**config.mk**
```make
export PLATFORM = sky130hd
export DESIGN_NAME = uart_fifo_gen2_flat
export DESIGN_NICKNAME = d
export VERILOG_FILES = /design/src/rtl/uart_fifo_gen2_if.sv /design/src/rtl/uart_fifo_gen2.sv /design/src/flat_wrapper.sv
export SDC_FILE = /design/constraint.sdc
export NUM_CORES = 1
export LEC_CHECK = 0
export ABC_AREA = 0
export BUFFER_PORTS_ARGS = -buffer_cell sky130_fd_sc_hd__buf_2
export CAP_MARGIN = 20
export CORE_MARGIN = 2
export CORE_UTILIZATION = 55
export CTS_CLUSTER_DIAMETER = 60
export DETAILED_ROUTE_END_ITERATION = 8
export PLACE_DENSITY = 0.73
export RECOVER_POWER = 50
export SLEW_MARGIN = 20
export SYNTH_ARGS = -nofsm -noshare
export SYNTH_HDL_FRONTEND = slang
export SYNTH_SLANG_ARGS = --single-unit
```
**constraint.sdc**
```tcl
create_clock -name clk -period 5.58 [get_ports clk]
set_input_delay 0.837 -clock clk [delete_from_list [all_inputs] [get_ports clk]]
set_output_delay 0.837 -clock clk [all_outputs]
set_load 0.005 [all_outputs]
```
**src/rtl/uart_fifo_gen2_if.sv**
```systemverilog
// ---------------------------------------------------------------------------
// uart_fifo_gen2_if : handshake/status bundle for the uart_fifo_gen2 FIFO. rev 1.0
// ---------------------------------------------------------------------------
`default_nettype none

interface uart_fifo_gen2_if #(
  parameter int DATA_WIDTH = 8,
  parameter int DEPTH_BITS = 4
);
  logic                  push;
  logic                  pop;
  logic                  flush;
  logic                  clr_err;
  logic [DATA_WIDTH-1:0] data_in;
  logic [DEPTH_BITS:0]   af_level;
  logic [DEPTH_BITS:0]   ae_level;
  logic [DATA_WIDTH-1:0] data_out;
  logic                  rd_valid;
  logic                  full;
  logic                  empty;
  logic                  almost_full;
  logic                  almost_empty;
  logic [DEPTH_BITS:0]   count;
  logic [DEPTH_BITS:0]   high_water;
  logic                  overflow;
  logic                  underflow;

  modport master (
    output push, pop, flush, clr_err, data_in, af_level, ae_level,
    input  data_out, rd_valid, full, empty, almost_full, almost_empty,
           count, high_water, overflow, underflow
  );

  modport slave (
    input  push, pop, flush, clr_err, data_in, af_level, ae_level,
    output data_out, rd_valid, full, empty, almost_full, almost_empty,
           count, high_water, overflow, underflow
  );
endinterface

`default_nettype wire

```
**src/rtl/uart_fifo_gen2.sv**
```systemverilog
// ---------------------------------------------------------------------------
// uart_fifo_gen2 : synchronous FIFO with level flags, sticky errors, peak level
// tracking and selectable show-ahead / registered read. rev 1.0
// ---------------------------------------------------------------------------
`default_nettype none

module uart_fifo_gen2 #(
  parameter int DATA_WIDTH = 8,
  parameter int DEPTH_BITS = 4,
  parameter int FWFT       = 1
) (
  input  wire logic         clk,
  input  wire logic         rstn,
  uart_fifo_gen2_if.slave   bus
);

  localparam int unsigned       DEPTH      = 1 << DEPTH_BITS;
  localparam logic [DEPTH_BITS:0] c_full_cnt = (DEPTH_BITS+1)'(DEPTH);

  logic [DATA_WIDTH-1:0] mem_q [DEPTH];

  logic [DEPTH_BITS-1:0] wr_ptr_q, wr_ptr_d;
  logic [DEPTH_BITS-1:0] rd_ptr_q, rd_ptr_d;
  logic [DEPTH_BITS:0]   count_q,  count_d;
  logic [DEPTH_BITS:0]   hw_q,     hw_d;
  logic                  ovf_q,    ovf_d;
  logic                  udf_q,    udf_d;

  logic full_w;
  logic empty_w;
  logic push_acc;
  logic pop_acc;
  logic ovf_set;
  logic udf_set;

  // Flags come from the registered count so they never depend on this cycle's requests.
  always_comb begin
    full_w   = (count_q == c_full_cnt);
    empty_w  = (count_q == '0);
    push_acc = bus.push & ~full_w  & ~bus.flush;
    pop_acc  = bus.pop  & ~empty_w & ~bus.flush;
    ovf_set  = bus.push &  full_w  & ~bus.flush;
    udf_set  = bus.pop  &  empty_w & ~bus.flush;
  end

  always_comb begin
    wr_ptr_d = wr_ptr_q;
    rd_ptr_d = rd_ptr_q;
    count_d  = count_q;
    if (bus.flush) begin
      wr_ptr_d = '0;
      rd_ptr_d = '0;
      count_d  = '0;
    end else begin
      if (push_acc) wr_ptr_d = wr_ptr_q + DEPTH_BITS'(1);
      if (pop_acc)  rd_ptr_d = rd_ptr_q + DEPTH_BITS'(1);
      case ({push_acc, pop_acc})
        2'b10:   count_d = count_q + (DEPTH_BITS+1)'(1);
        2'b01:   count_d = count_q - (DEPTH_BITS+1)'(1);
        default: count_d = count_q;
      endcase
    end
  end

  // A new error event in the same cycle as clr_err leaves the flag set.
  always_comb begin
    ovf_d = ovf_set | (ovf_q & ~bus.clr_err);
    udf_d = udf_set | (udf_q & ~bus.clr_err);
    hw_d  = hw_q;
    if (bus.clr_err) begin
      hw_d = count_d;
    end else if (count_d > hw_q) begin
      hw_d = count_d;
    end
  end

  always_ff @(posedge clk) begin
    if (!rstn) begin
      wr_ptr_q <= '0;
      rd_ptr_q <= '0;
      count_q  <= '0;
      hw_q     <= '0;
      ovf_q    <= 1'b0;
      udf_q    <= 1'b0;
    end else begin
      wr_ptr_q <= wr_ptr_d;
      rd_ptr_q <= rd_ptr_d;
      count_q  <= count_d;
      hw_q     <= hw_d;
      ovf_q    <= ovf_d;
      udf_q    <= udf_d;
    end
  end

  // Storage is deliberately not reset.
  always_ff @(posedge clk) begin
    if (rstn && push_acc) begin
      mem_q[wr_ptr_q] <= bus.data_in;
    end
  end

  assign bus.full         = full_w;
  assign bus.empty        = empty_w;
  assign bus.almost_full  = (count_q >= bus.af_level);
  assign bus.almost_empty = (count_q <= bus.ae_level);
  assign bus.count        = count_q;
  assign bus.high_water   = hw_q;
  assign bus.overflow     = ovf_q;
  assign bus.underflow    = udf_q;

  generate
    if (FWFT != 0) begin : g_fwft
      assign bus.data_out = empty_w ? '0 : mem_q[rd_ptr_q];
      assign bus.rd_valid = ~empty_w;
    end else begin : g_regrd
      logic [DATA_WIDTH-1:0] dout_q, dout_d;
      logic                  rdv_q,  rdv_d;

      // rd_valid is a one-cycle strobe; a flush never accepts a pop so it drops it.
      always_comb begin
        dout_d = pop_acc ? mem_q[rd_ptr_q] : dout_q;
        rdv_d  = pop_acc;
      end

      always_ff @(posedge clk) begin
        if (!rstn) begin
          dout_q <= '0;
          rdv_q  <= 1'b0;
        end else begin
          dout_q <= dout_d;
          rdv_q  <= rdv_d;
        end
      end

      assign bus.data_out = dout_q;
      assign bus.rd_valid = rdv_q;
    end
  endgenerate

endmodule

`default_nettype wire
```
**src/flat_wrapper.sv**
```systemverilog
// flat-port wrapper written by rule: the top's interface ports become plain ports
module uart_fifo_gen2_flat 
#(
  parameter int DATA_WIDTH = 8,
  parameter int DEPTH_BITS = 4,
  parameter int FWFT       = 1
)
  (clk, rstn, bus_push, bus_pop, bus_flush, bus_clr_err, bus_data_in, bus_af_level, bus_ae_level, bus_data_out, bus_rd_valid, bus_full, bus_empty, bus_almost_full, bus_almost_empty, bus_count, bus_high_water, bus_overflow, bus_underflow);
  uart_fifo_gen2_if #(.DATA_WIDTH(DATA_WIDTH), .DEPTH_BITS(DEPTH_BITS)) bus_i ();
  input  wire logic clk;
  input  wire logic rstn;
  input wire logic [$bits(bus_i.push)-1:0] bus_push;
  input wire logic [$bits(bus_i.pop)-1:0] bus_pop;
  input wire logic [$bits(bus_i.flush)-1:0] bus_flush;
  input wire logic [$bits(bus_i.clr_err)-1:0] bus_clr_err;
  input wire logic [$bits(bus_i.data_in)-1:0] bus_data_in;
  input wire logic [$bits(bus_i.af_level)-1:0] bus_af_level;
  input wire logic [$bits(bus_i.ae_level)-1:0] bus_ae_level;
  output wire logic [$bits(bus_i.data_out)-1:0] bus_data_out;
  output wire logic [$bits(bus_i.rd_valid)-1:0] bus_rd_valid;
  output wire logic [$bits(bus_i.full)-1:0] bus_full;
  output wire logic [$bits(bus_i.empty)-1:0] bus_empty;
  output wire logic [$bits(bus_i.almost_full)-1:0] bus_almost_full;
  output wire logic [$bits(bus_i.almost_empty)-1:0] bus_almost_empty;
  output wire logic [$bits(bus_i.count)-1:0] bus_count;
  output wire logic [$bits(bus_i.high_water)-1:0] bus_high_water;
  output wire logic [$bits(bus_i.overflow)-1:0] bus_overflow;
  output wire logic [$bits(bus_i.underflow)-1:0] bus_underflow;
  assign bus_i.push = bus_push;
  assign bus_i.pop = bus_pop;
  assign bus_i.flush = bus_flush;
  assign bus_i.clr_err = bus_clr_err;
  assign bus_i.data_in = bus_data_in;
  assign bus_i.af_level = bus_af_level;
  assign bus_i.ae_level = bus_ae_level;
  assign bus_data_out = bus_i.data_out;
  assign bus_rd_valid = bus_i.rd_valid;
  assign bus_full = bus_i.full;
  assign bus_empty = bus_i.empty;
  assign bus_almost_full = bus_i.almost_full;
  assign bus_almost_empty = bus_i.almost_empty;
  assign bus_count = bus_i.count;
  assign bus_high_water = bus_i.high_water;
  assign bus_overflow = bus_i.overflow;
  assign bus_underflow = bus_i.underflow;
  uart_fifo_gen2 #(.DATA_WIDTH(DATA_WIDTH), .DEPTH_BITS(DEPTH_BITS), .FWFT(FWFT)) u_core (.clk(clk), .rstn(rstn), .bus(bus_i));
endmodule
```
======== Word-level counts from Yosys, hierarchy flattened ========
Memories as Yosys holds them, arrays and structs flattened. A register that Yosys moved wholly into a read port is not among the register bits.
Index checks and enable logic that the tools add are counted.
storage, ports and cells
  memories ................................ 1
  output and inout port bits .............. 25
  register bits after elaboration ......... 20
  input bits .............................. 24
  RAM bits ................................ 128
cells by class
  bitwise operators ....................... 17
  multiplexer cells ....................... 9
  add/subtract/negate cells ............... 4
  reduce and logical (&&, ||, !) cells .... 4
  order comparisons ....................... 3
  eq/ne operators ......................... 3
memory list
  name          depth  width  read ports  clocked after memory_dff  wr ports  line                  source
  u_core.mem_q  16     8      1           1                         1         uart_fifo_gen2.sv:20  logic [DATA_WIDTH-1:0] mem_q [DEPTH];
operators by type and width
  operator                                                             number
  5-bit 2-to-1 mux                                                     3
  1-bit bitwise AND                                                    10
  5-bit one-hot mux with 2 select lines                                1
  4-bit by 1-bit adder with 4-bit output (second input constant)       2
  4-bit 2-to-1 mux                                                     2
  8-bit 2-to-1 mux                                                     1
  5-bit by 1-bit adder with 5-bit output (second input constant)       1
  5-bit == test (second input constant)                                1
  5-bit greater-or-equal comparator                                    1
  5-bit greater-than comparator                                        1
  5-bit less-or-equal comparator                                       1
  5-bit logical NOT                                                    1
  1-bit NOT                                                            5
  5-bit by 1-bit subtractor with 5-bit output (second input constant)  1
  2-bit by 1-bit == test with 1-bit output (second input constant)     1
  2-bit == test (second input constant)                                1
  1-bit 2-to-1 mux                                                     2
  1-bit OR                                                             2
  2-bit nonzero test                                                   1
  2-bit OR reduction                                                   1
  1-bit logical AND                                                    1

======== Depth between registers and ports, before layout ========
  depth in word-level cells ............... 10
  gate-level depth with buffers ........... 18
  depth with buffers taken out ............ 17

======== Worst setup path before layout ========
No wires, ideal clock.
  path kind ............................... input -> register
  start point ............................. input bus_flush
  end point ............................... register u_core.hw_q[2], in the netlist u_core.bus.high_water[2]
  buffers on the path ..................... 1
  arrival ................................. 3929 ps
  path slack .............................. 1535 ps
  required time ........................... 5464 ps
  stages on the path ...................... 16
  cell sequence ........................... clkbuf_1 -> nand2b_1 -> a21oi_4 -> inv_1 -> ha_1 -> xor2_1 -> ha_1 -> a21oi_1 -> mux2i_1 -> mux2_2 -> ha_1 -> nand4_1 -> nor3b_2 -> o21bai_1 -> mux2i_1 -> nor2b_1
between the ends
  cells in the longest elaborated chain, start to end .. 7
  elaborated cells on any way between the ends .. 11
RTL lines
  element                                                                           line                                        source
  from (decl)                                                                       flat_wrapper.sv:14                          input wire logic [$bits(bus_i.flush)-1:0] bus_flush;
  1-bit NOT                                                                         uart_fifo_gen2.sv:40, uart_fifo_gen2.sv:41
  1-bit bitwise AND, on equally long branches                                       uart_fifo_gen2.sv:41, uart_fifo_gen2.sv:40
  2-bit by 1-bit == test with 1-bit output / 2-bit == test (equally long branches)  uart_fifo_gen2.sv:57                        case ({push_acc, pop_acc})
  5-bit one-hot mux with 2 select lines                                             uart_fifo_gen2.sv:57
  5-bit 2-to-1 mux *                                                                uart_fifo_gen2.sv:50                        if (bus.flush) begin
  net u_core.count_d[2]                                                             uart_fifo_gen2.sv:24                        logic [DEPTH_BITS:0] count_q, count_d;
  5-bit greater-than comparator / 5-bit 2-to-1 mux (equally long branches)          uart_fifo_gen2.sv:72                        end else if (count_d > hw_q) begin
  2-bit nonzero test (no source line) / 5-bit 2-to-1 mux (equally long branches)    --
  to (signal assigned)                                                              uart_fifo_gen2.sv:89                        hw_q <= hw_d;
  to (decl)                                                                         uart_fifo_gen2.sv:25                        logic [DEPTH_BITS:0] hw_q, hw_d;
The timed path passes the listed nets; every way through them passes the cells marked *. The select of a mux whose other input is x is not followed.
A chain may end at the register's enable or synchronous reset.

======== Worst setup path after layout ========
  start point ............................. register u_core.count_q[1], in the netlist u_core.bus.count[1]
  end point ............................... register u_core.hw_q[2], in the netlist u_core.bus.high_water[2]
between the ends
  cells in the longest elaborated chain, start to end .. 9
  elaborated cells on any way between the ends .. 18
RTL lines
  element                                                                           line                                        source
  from (decl)                                                                       uart_fifo_gen2.sv:24
  from (signal assigned)                                                            uart_fifo_gen2.sv:88                        count_q <= count_d;
  5-bit == test / 5-bit logical NOT (equally long branches)                         uart_fifo_gen2.sv:38, uart_fifo_gen2.sv:39
  1-bit NOT, on equally long branches                                               uart_fifo_gen2.sv:40, uart_fifo_gen2.sv:41
  1-bit bitwise AND, on equally long branches (2 in series)                         uart_fifo_gen2.sv:40, uart_fifo_gen2.sv:41
  2-bit by 1-bit == test with 1-bit output / 2-bit == test (equally long branches)  uart_fifo_gen2.sv:57
  5-bit one-hot mux with 2 select lines *                                           uart_fifo_gen2.sv:57
  5-bit 2-to-1 mux *                                                                uart_fifo_gen2.sv:50
  net u_core.count_d[4]                                                             uart_fifo_gen2.sv:24
  5-bit greater-than comparator *                                                   uart_fifo_gen2.sv:72
  2-bit nonzero test (no source line) *                                             --
Marked as above.

==> impl_metrics.yaml <==
timing:
  fin_crit_sh_pct: 81.6
  worst_pin_slew_ns: 1.08
  finalSetupTns_ns: 0
  finalSetupViolCount: 0
  final-hold-violation-count: 0
  slew_violations: 0
  fin_skew_ns: 0.00728
  fmax_mhz: 220
  min_period_ns: 4.55
  whs_ns: 0.515
  grt_setup_unrepaired: "false"
  relSlewSlack_pct: 27.2
  setup_ws_ns: 1.03
synth:
  async_flop_share_pct: 0
  synth_warnings: 0
  synth.top_cells.by_area: "edfxtp_1 (59%), mux4_2 (10%), dfxtp_1 (7.4%)"
  synth_most_common_cell: "edfxtp_1"
  synthFlopType: "edfxtp_1"
  synth_common_cells: "edfxtp_1 (128), nor2_1 (38), mux4_2 (30)"
  synth-edff-count: 128
  postSynthAreaPerCell_um2: 16.4
  synth_top_area_share_pct: 59.1
  postSynthCellCount: 397
  netlist_area_um2: 6500
  synth_top_area_cell: "edfxtp_1"
  yosysSeqAreaShare_pct: 66.5
  synth_nets: 444
  ys_ff_latch: 152
  synth_cell_types: 43
placed_design:
  hpwlAfterDp_mm: 7.84
  port_buffers: 48
  dp.cells: 575
  gp_congestion: 0.807
  dp_slack_ns: 1.19
setup_path:
  cp_common_cell: "ha_1"
  worst_setup_path_end_kind: "flip-flop"
  critPathKind: "reg -> reg"
  path_max_fanout: 11
  cpPeakStageDelay_ns: 0.96
  critPathRequiredTime_ns: 5.89
  worst_r2r_endpoint: "u_core.bus.high_water[2]$_SDFFE_PN0P_"
  r2r-start: "u_core.bus.count[1]$_SDFF_PN0_"
  rrSetupSlack_ns: 1.03
  crit_arrival_ns: 4.86
  cp_slowest_cell: "nor4_1"
  rr_worst_depth: 17
  path_cells: "nor4_1 -> a21oi_4 -> inv_1 -> ha_1 -> xor2_1 -> ha_1 -> inv_1 -> o31ai_1 -> o22ai_1 -> xnor2_1 -> nor2_1 -> ha_1 -> nand4_1 -> nor3b_2 -> o21bai_1 -> mux2i_1 -> nor2b_1"
  start_kind: "flip-flop"
clock_network:
  cts_num_sinks: 152
  postCtsSetupBuffers: 0
  cts_resized: 0
  cts.path.max_buffers: 2
  clk-insertion-delay-late_ns: 0.42
  cts.hold.buffers_added: 0
  cts_made_buffers: 17
  cts_tree: "built"
  clk_pin_slew_ns: 0.06
  htreeDepth: 4
  root_buffer: "clkbuf_16"
finish:
  area_growth_pct: 13.3
  fillCellCount: 809
  diodes: 0
  final_core_util_pct: 64.3
  drive_gt1_share_pct: 22.2
  fin_nets: 498
  fin_cells: 606
min_path:
  hold_start: "u_core.bus.high_water[0]$_SDFFE_PN0P_"
  hold_depth: 2
  hp-class: "reg -> reg"
  min_to: "u_core.bus.high_water[0]$_SDFFE_PN0P_"
grt:
  use_met3_pct: 5.36
  busiest_layer: "met2"
  grtUsageMet1_pct: 26.0
  grt.total_usage_pct: 20.9
  overflow: 0
  use_met2_pct: 35.0
  grt_start_max_net_pins: 33
  grt_pass1_vias: 3614
  antenna_found_initial: 0
  grt_pass1_wl_mm: 19.5
detailed_routing:
  ant_nets: 0
  drc_errors: 0
  vias_per_cell: 5.78
  wirelength_mm: 12.4
  vias: 3500
  routedWlPerCell_um: 20.5
  dr.pass1.iters: 4
  drt_iter0_drc: 205
pwr:
  p_int_mw: 1.95
  clkPwrFrac_pct: 45.7
  switchingPower_mw: 0.459
  vdd_ir_drop_max_v: 0.000212
  switching_share_pct: 19.1
  power_density_nw_per_um2: 327
  seqPwrFrac_pct: 51.3
  pwr-share-comb_pct: 3.0
  p_leak_nw: 2.52
floorplanning:
  die_h_um: 113
  die_area_um2: 12700
  start_util_pct: 56.7
  die_x_um: 113
  core.rowCount: 39
  core_area_um2: 11500
  io_pins: 49
outcome:
  status: "completed"
run:
  cap_violations: 0
-- power by group through the flow --
stage	Clock [mW]	Combinational, mW	Sequential, mW
detailed placement	0	0.0739	1.26
global route	1.16	0.0804	1.24
floorplan	0	0.0408	1.26
global placement	0	0.0704	1.26
finish	1.10	0.0717	1.24
CTS	1.11	0.0749	1.24
-- cells in the final DEF (no fill, tap or decap), types with 6 or more instances in the layout --
cell         n
a21oi_1      6
buf_2       37
clkbuf_1    13
clkbuf_16   17
dfxtp_1     23
edfxtp_1   128
ha_1        23
inv_1       25
mux2i_1     20
mux4_2      30
nand2_1     11
nand2b_1     6
nor2_1      38
nor2b_1      7
o22ai_1     13
-- kinds of logic after synthesis --
| family | count (synthesis) | synth area share (%) |
|---|---|---|
| fa+ha+maj | 23 | 4.42 |
| compound gates | 37 | 3.77 |
| buf+inv | 40 | 3.06 |
| xor+xnor | 10 | 1.35 |
| simple gates | 82 | 6.46 |
| mux | 53 | 14.4 |
| flops | 152 | 66.5 |
-- stage by stage --
stage / cell area, um2 / power (mW)
floorplan: 6500 / 1.30
global placement: 6830 / 1.33
detailed placement: 6830 / 1.33
CTS: 7400 / 2.43
global route: 7370 / 2.47
finish: 7370 / 2.41
-- flip-flops by register name, summed over array words and instances, names as in the netlist, named ones only --
| name | count |
|---|---|
| u_core.mem_q | 128 |
| u_core.bus.count | 5 |
| u_core.bus.high_water | 5 |
| u_core.rd_ptr_q | 4 |
| u_core.wr_ptr_q | 4 |
| u_core.bus.overflow | 1 |
| u_core.bus.underflow | 1 |
-- worst max-delay path: cells and delay by family (launching register included) --
family,cells,cell delay [ns]
compound gates,4,0.79
flops,1,0.43
xor+xnor,2,0.44
buf+inv,2,0.20
simple gates,5,1.53
mux,1,0.23
fa+ha+maj,3,0.83
-- per-layer routing --
metal  routed length [um]  up-vias
met1                 5020     1757
met5                    0        -
met4                  291        0
li1                     -     1630
met2                 6610       94
met3                  528       19
-- layout make-up --
type / count / area, um2 / area share [%]
sequential: 152 / 4330 / 58.7
multi-input combinational: 205 / 1960 / 26.6
clock buffer: 19 / 433 / 5.87
timing repair buffer: 50 / 241 / 3.28
tap: 143 / 179 / 2.43
clock inverter: 12 / 134 / 1.82
inverter: 25 / 93.8 / 1.27
-- worst max path at each step --
stage	startpoint	endpoint	depth (start not counted)
2_1_floorplan	bus_flush	u_core.bus.high_water[2]$_SDFFE_PN0P_	16
3_3_place_gp	bus_flush	u_core.bus.high_water[2]$_SDFFE_PN0P_	16
3_5_place_dp	bus_flush	u_core.bus.high_water[2]$_SDFFE_PN0P_	16
4_1_cts	u_core.bus.count[1]$_SDFF_PN0_	u_core.bus.high_water[2]$_SDFFE_PN0P_	17
5_1_grt	u_core.bus.count[1]$_SDFF_PN0_	u_core.bus.high_water[2]$_SDFFE_PN0P_	17
6_report	u_core.bus.count[1]$_SDFF_PN0_	u_core.bus.high_water[2]$_SDFFE_PN0P_	17
Note: power is estimated with default switching activity, not from simulation.
